==> src/rtl/regs_wb_arbiter.sv <==
// Write-back arbiter for the shared register file: round-robin grant of three
// sources onto a registered write port, plus a pending-write scoreboard for RAW stalls.
module regs_wb_arbiter #(
   parameter int ADDR_W = 5,
   parameter int DATA_W = 32
) (
   input  logic                     clk,
   input  logic                     rst,
   input  logic [2:0]               req,
   input  logic [ADDR_W-1:0]        req_addr0,
   input  logic [ADDR_W-1:0]        req_addr1,
   input  logic [ADDR_W-1:0]        req_addr2,
   input  logic [DATA_W-1:0]        req_data0,
   input  logic [DATA_W-1:0]        req_data1,
   input  logic [DATA_W-1:0]        req_data2,
   output logic [2:0]               gnt,
   output logic [ADDR_W-1:0]        reg_W_addr,
   output logic [DATA_W-1:0]        wdata,
   output logic                     reg_we,
   input  logic                     claim_valid,
   input  logic [ADDR_W-1:0]        claim_addr,
   input  logic [ADDR_W-1:0]        chk_addr_A,
   input  logic [ADDR_W-1:0]        chk_addr_B,
   output logic                     busy_A,
   output logic                     busy_B,
   output logic [(1<<ADDR_W)-1:0]   busy_vec,
   output logic                     claim_err
);

   localparam int NREG = 1 << ADDR_W;
   localparam logic [NREG-1:0] ONE_HOT0 = {{(NREG-1){1'b0}}, 1'b1};

   logic [1:0]        rr_ptr_q, rr_ptr_d;
   logic [ADDR_W-1:0] reg_W_addr_q, reg_W_addr_d;
   logic [DATA_W-1:0] wdata_q, wdata_d;
   logic              reg_we_q, reg_we_d;
   logic [NREG-1:0]   busy_vec_q, busy_vec_d;
   logic              claim_err_q, claim_err_d;

   logic [2:0]        gnt_s;
   logic [ADDR_W-1:0] sel_addr_s;
   logic [DATA_W-1:0] sel_data_s;
   logic [NREG-1:0]   clr_mask_s, set_mask_s;
   logic              claim_ok_s, clr_hit_s;

   // First requester at or after ptr, scanning modulo 3.
   function automatic logic [2:0] rr_pick(input logic [2:0] r, input logic [1:0] ptr);
      logic [2:0] g;
      g = 3'b000;
      case (ptr)
         2'd1: begin
            if (r[1]) g = 3'b010; else if (r[2]) g = 3'b100; else if (r[0]) g = 3'b001; else g = 3'b000;
         end
         2'd2: begin
            if (r[2]) g = 3'b100; else if (r[0]) g = 3'b001; else if (r[1]) g = 3'b010; else g = 3'b000;
         end
         default: begin
            if (r[0]) g = 3'b001; else if (r[1]) g = 3'b010; else if (r[2]) g = 3'b100; else g = 3'b000;
         end
      endcase
      return g;
   endfunction

   // Grant selection, write-stage next state and pointer advance.
   always_comb begin
      gnt_s        = rst ? rr_pick(req, rr_ptr_q) : 3'b000;
      sel_addr_s   = req_addr0;
      sel_data_s   = req_data0;
      rr_ptr_d     = rr_ptr_q;
      reg_W_addr_d = reg_W_addr_q;
      wdata_d      = wdata_q;
      reg_we_d     = 1'b0;
      case (gnt_s)
         3'b001: begin sel_addr_s = req_addr0; sel_data_s = req_data0; rr_ptr_d = 2'd1; end
         3'b010: begin sel_addr_s = req_addr1; sel_data_s = req_data1; rr_ptr_d = 2'd2; end
         3'b100: begin sel_addr_s = req_addr2; sel_data_s = req_data2; rr_ptr_d = 2'd0; end
         default: begin sel_addr_s = req_addr0; sel_data_s = req_data0; rr_ptr_d = rr_ptr_q; end
      endcase
      if (gnt_s != 3'b000) begin
         reg_W_addr_d = sel_addr_s;
         wdata_d      = sel_data_s;
         reg_we_d     = (sel_addr_s != {ADDR_W{1'b0}});
      end else begin
         reg_we_d     = 1'b0;
      end
   end

   // Scoreboard: the write-back clear happens first so a same-edge claim wins.
   always_comb begin
      claim_ok_s  = claim_valid && (claim_addr != {ADDR_W{1'b0}});
      clr_hit_s   = reg_we_q && (reg_W_addr_q == claim_addr);
      clr_mask_s  = reg_we_q   ? (ONE_HOT0 << reg_W_addr_q) : {NREG{1'b0}};
      set_mask_s  = claim_ok_s ? (ONE_HOT0 << claim_addr)   : {NREG{1'b0}};
      busy_vec_d  = ((busy_vec_q & ~clr_mask_s) | set_mask_s) & ~ONE_HOT0;
      claim_err_d = claim_ok_s && busy_vec_q[claim_addr] && !clr_hit_s;
   end

   // State registers with synchronous active-low reset.
   always_ff @(posedge clk) begin
      if (!rst) begin
         rr_ptr_q     <= 2'd0;
         reg_W_addr_q <= {ADDR_W{1'b0}};
         wdata_q      <= {DATA_W{1'b0}};
         reg_we_q     <= 1'b0;
         busy_vec_q   <= {NREG{1'b0}};
         claim_err_q  <= 1'b0;
      end else begin
         rr_ptr_q     <= rr_ptr_d;
         reg_W_addr_q <= reg_W_addr_d;
         wdata_q      <= wdata_d;
         reg_we_q     <= reg_we_d;
         busy_vec_q   <= busy_vec_d;
         claim_err_q  <= claim_err_d;
      end
   end

   assign gnt        = gnt_s;
   assign reg_W_addr = reg_W_addr_q;
   assign wdata      = wdata_q;
   assign reg_we     = reg_we_q;
   assign busy_vec   = busy_vec_q;
   assign claim_err  = claim_err_q;
   assign busy_A     = busy_vec_q[chk_addr_A];
   assign busy_B     = busy_vec_q[chk_addr_B];

endmodule

==> config.mk <==
export PLATFORM = sky130hd
export DESIGN_NAME = regs_wb_arbiter
export DESIGN_NICKNAME = d
export VERILOG_FILES = /design/src/rtl/regs_wb_arbiter.sv
export SDC_FILE = /design/constraint.sdc
export NUM_CORES = 1
export LEC_CHECK = 0
export ABC_AREA = 0
export CAP_MARGIN = 10
export CORE_MARGIN = 4
export CORE_UTILIZATION = 44
export CTS_BUF_LIST = sky130_fd_sc_hd__clkbuf_4 sky130_fd_sc_hd__clkbuf_8 sky130_fd_sc_hd__clkbuf_16
export DETAILED_ROUTE_END_ITERATION = 10
export PLACE_DENSITY = 0.93
export SETUP_SLACK_MARGIN = 0.05
export SLEW_MARGIN = 15
export SYNTH_ARGS = -nofsm -noshare
export SYNTH_HDL_FRONTEND = slang
export SYNTH_SLANG_ARGS = --single-unit
==> constraint.sdc <==
create_clock -name clk -period 6.7 [get_ports clk]
set_input_delay 1.34 -clock clk [delete_from_list [all_inputs] [get_ports clk]]
set_output_delay 1.34 -clock clk [all_outputs]
set_load 0.01 [all_outputs]
==> qor.csv <==
stage,metric,value,unit
global_route,grt_start_max_net_pins,61,
sta,finalWorstSetupSlack,1.40,ns
drt,num_vias,4793,
yosys,yosysSeqAreaShare,35.1,%
yosys,synth_cell_types,44,
worst_setup_path,critPathBufInv,2,
status,status,"complete, no violations",
sta,period_minus_slack,5.30,ns
worst_setup_path,worstReg2RegStart,rr_ptr_q[0]$_SDFFE_PN0P_,
yosys,avgSynthCellArea,8.71,sq um
global_route,met1_usage,32.6,%
yosys,async_flop_share,0,%
power,p_per_area,202,nW/um^2
power,leakage,2.21,nW
power,vdd_drop_max,98.7,uV
worst_setup_path,required,5.36,ns
flow_run,max_cap_viol_count,0,
yosys,synthCells,472,
clock_tree,cts_buffers,9,
worst_setup_path,cp_max_fo,9,
worst_setup_path,end_kind,primary output,
sta,relSlewSlack,31.1,%
min_path,min_path_type,reg -> reg,
floorplan,rows,35,
drt,ant_nets,0,
worst_setup_path,timing.critical_path.from,chk_addr_A[0],
worst_setup_path,max_stage_delay,0.81,ns
sta,finalSetupTns,0,ns
global_route,antenna_found_initial,1,
yosys,synth_edf_count,0,
yosys,synth_commonest_cells,"84 x o21ai_0, 72 x dfxtp_1, 70 x nand2_1, 56 x a21oi_1, 28 x clkbuf_1",
global_route,globalRouteTotalUtil,28.6,%
clock_tree,ctsHoldBuffers,0,
yosys,synth_seq_cells,72,
drt,drt_first_pass_iters,6,
global_route,gr-usage-met2,50.7,%
global_route,grt_pass1_vias,4865,
clock_tree,root_buffer,clkbuf_8,
sta,skew,0.00645,ns
drt,drt_iter0_drc,391,
floorplan,dieArea,11000,sq um
drt,routed_wl,16.0,mm
clock_tree,cts_sinks,72,
layout,regArea,1440,sq um
clock_tree,cts_setup_buffers,0,
sta,max_freq,189,MHz
placement,place.gp.congestion,0.984,
clock_tree,tritoncts,yes,
floorplan,die_y,105,um
worst_setup_path,path_cells,clkdlybuf4s50_1 -> mux4_2 -> mux4_2 -> mux2_2 -> clkdlybuf4s50_1,
placement,dp_slack,1.38,ns
sta,hold_viol,0,
layout,fill_cells,654,
drt,drc,0,
yosys,syn_nets,606,
worst_setup_path,cp_top_family,multiplexers,
sta,fin_crit_sh,79.0,%
global_route,grt_pass1_wl,25.2,mm
sta,finalSetupViolCount,0,
placement,port_buffers,206,
layout,finalInstanceArea,6430,sq um
global_route,overflow,0,
floorplan,initial_core_util,44.9,%
floorplan,core,9150,sq um
sta,worst_pin_slew,1.03,ns
layout,nNetsFinal,790,
floorplan,ios,208,
yosys,synth_area_leaders,"dfxtp_1 35%, mux4_2 15%, o21ai_0 10%",
placement,placed_cell_area,6180,sq um
clock_tree,cts-resized-gates,0,
power,finalPower,1.30,mW
floorplan,fp.dieW,105,um
layout,drive_gt1_share,9.68,%
sta,slew_viol_final,0,
clock_tree,clock_latency,0.34,ns
global_route,use_met3,7.41,%
global_route,busiest_layer,met2,
clock_tree,path_clk_slew,0.07,ns
yosys,yosys.area.top_type,dfxtp_1,
clock_tree,cts.path.max_buffers,2,
worst_setup_path,crit_arrival,3.96,ns
sta,rsz0062_at_grt,false,
layout,multi_input_area,2490,sq um
layout,syn2layout_area_growth,56.4,%
worst_setup_path,critPathKind,in -> out,
min_path,holdCritStartpoint,rr_ptr_q[1]$_SDFFE_PN0P_,
yosys,ys_warn_count,0,
placement,dp_hpwl,12.1,mm
worst_setup_path,cp-start-kind,primary input,
yosys,yosys_most_used_dff,dfxtp_1,
drt,vias_per_cell,6.20,
yosys,yosysTopAreaCellShare,35.1,%
drt,routedWlPerCell,20.7,um
worst_setup_path,slowest_stage,clkdlybuf4s50_1,
yosys,yosysMostFrequentCell,o21ai_0,
clock_tree,h-tree-depth,3,
yosys,syn_area,4110,sq um
sequential cells by signal, indices dropped and copies added, names as in the netlist:
signal	cells
reg_we	1
busy_vec	31
reg_W_addr	5
claim_err	1
wdata	32
rr_ptr_q	2
final timing paths:
| path | end | slack (ns) | cells after the start |
|---|---|---|---|
| worst max register to register | reg_we$_SDFF_PN0_ | 3.54 | 8 |
| worst max-delay path | busy_A | 1.40 | 5 |
| worst min register to register | rr_ptr_q[1]$_SDFFE_PN0P_ | 0.51 | 2 |
| worst min-delay path | rr_ptr_q[1]$_SDFFE_PN0P_ | 0.51 | 2 |
where the power goes:
group          switching [mW]  total [mW]  internal [mW]
clock network           0.167       0.415          0.248
logic                   0.183       0.382          0.199
registers              0.0346       0.501          0.467
total                   0.384        1.30          0.914
worst register-to-register path: stages (launching register included):
cell      delay, ns
dfxtp_1        0.36
inv_1          0.05
ha_1           0.34
or2_1          0.29
o221ai_1       0.42
and2_1         0.89
a22oi_1        0.30
and3b_1        0.25
a41oi_2        0.19
kinds of logic after synthesis:
| family | count (synthesis) | share of synthesized area, % |
|---|---|---|
| AOI/OAI and AO/OA | 190 | 27.9 |
| other | 1 | 0.0912 |
| muxes | 34 | 16.7 |
| DFF | 72 | 35.1 |
| adders and majority gates | 2 | 0.609 |
| and+or+nand+nor | 125 | 14.0 |
| buffers and inverters | 43 | 4.63 |
| xor gates and xnor gates | 5 | 1.07 |
layer usage:
metal,part of all wire (%),vias up
met5,0,-
met4,3.5,0
met3,11,48
met2,51,370
met1,35,2233
li1,-,2142
cells in the final DEF (no fill, tap or decap), types with 2 or more instances in the layout:
cell / instances
clkdlybuf4s50_1: 206
o21ai_0: 84
dfxtp_1: 72
nand2_1: 70
a21oi_1: 56
mux4_2: 27
a222oi_1: 17
a31oi_1: 17
nor2_1: 12
nand2b_1: 10
clkbuf_8: 9
nor2b_1: 7
nand3_1: 7
mux2_2: 5
a22o_1: 5
inv_1: 4
and2_1: 4
xor2_1: 4
buf_4: 4
a211oi_1: 3
bufinv_16: 3
inv_2: 2
nor2_2: 2
and3_1: 2
or2_2: 2
nand4b_1: 2
ha_1: 2
clkinv_4: 2
per-stage QoR:
stage / cells / utilization (%) / hold slack [ns]
finish: 773 / 70.2 / 0.505
global route: 773 / 70.2 / 0.544
CTS: 772 / 70.2 / 0.509
detailed placement: 756 / 67.5 / 0.498
global placement: 756 / 67.5 / 0.481
floorplan: 472 / - / 0.466
cell type report:
type	count	area share (%)
Inverter	6	0.350
Clock buffer	9	1.93
Tap cell	111	2.16
Antenna cell	1	0.0389
Multi-Input combinational cell	357	38.7
Clock inverter	7	1.87
Timing Repair Buffer	210	32.5
Sequential cell	72	22.4
No activity file was read; power rests on OpenSTA's default activity.
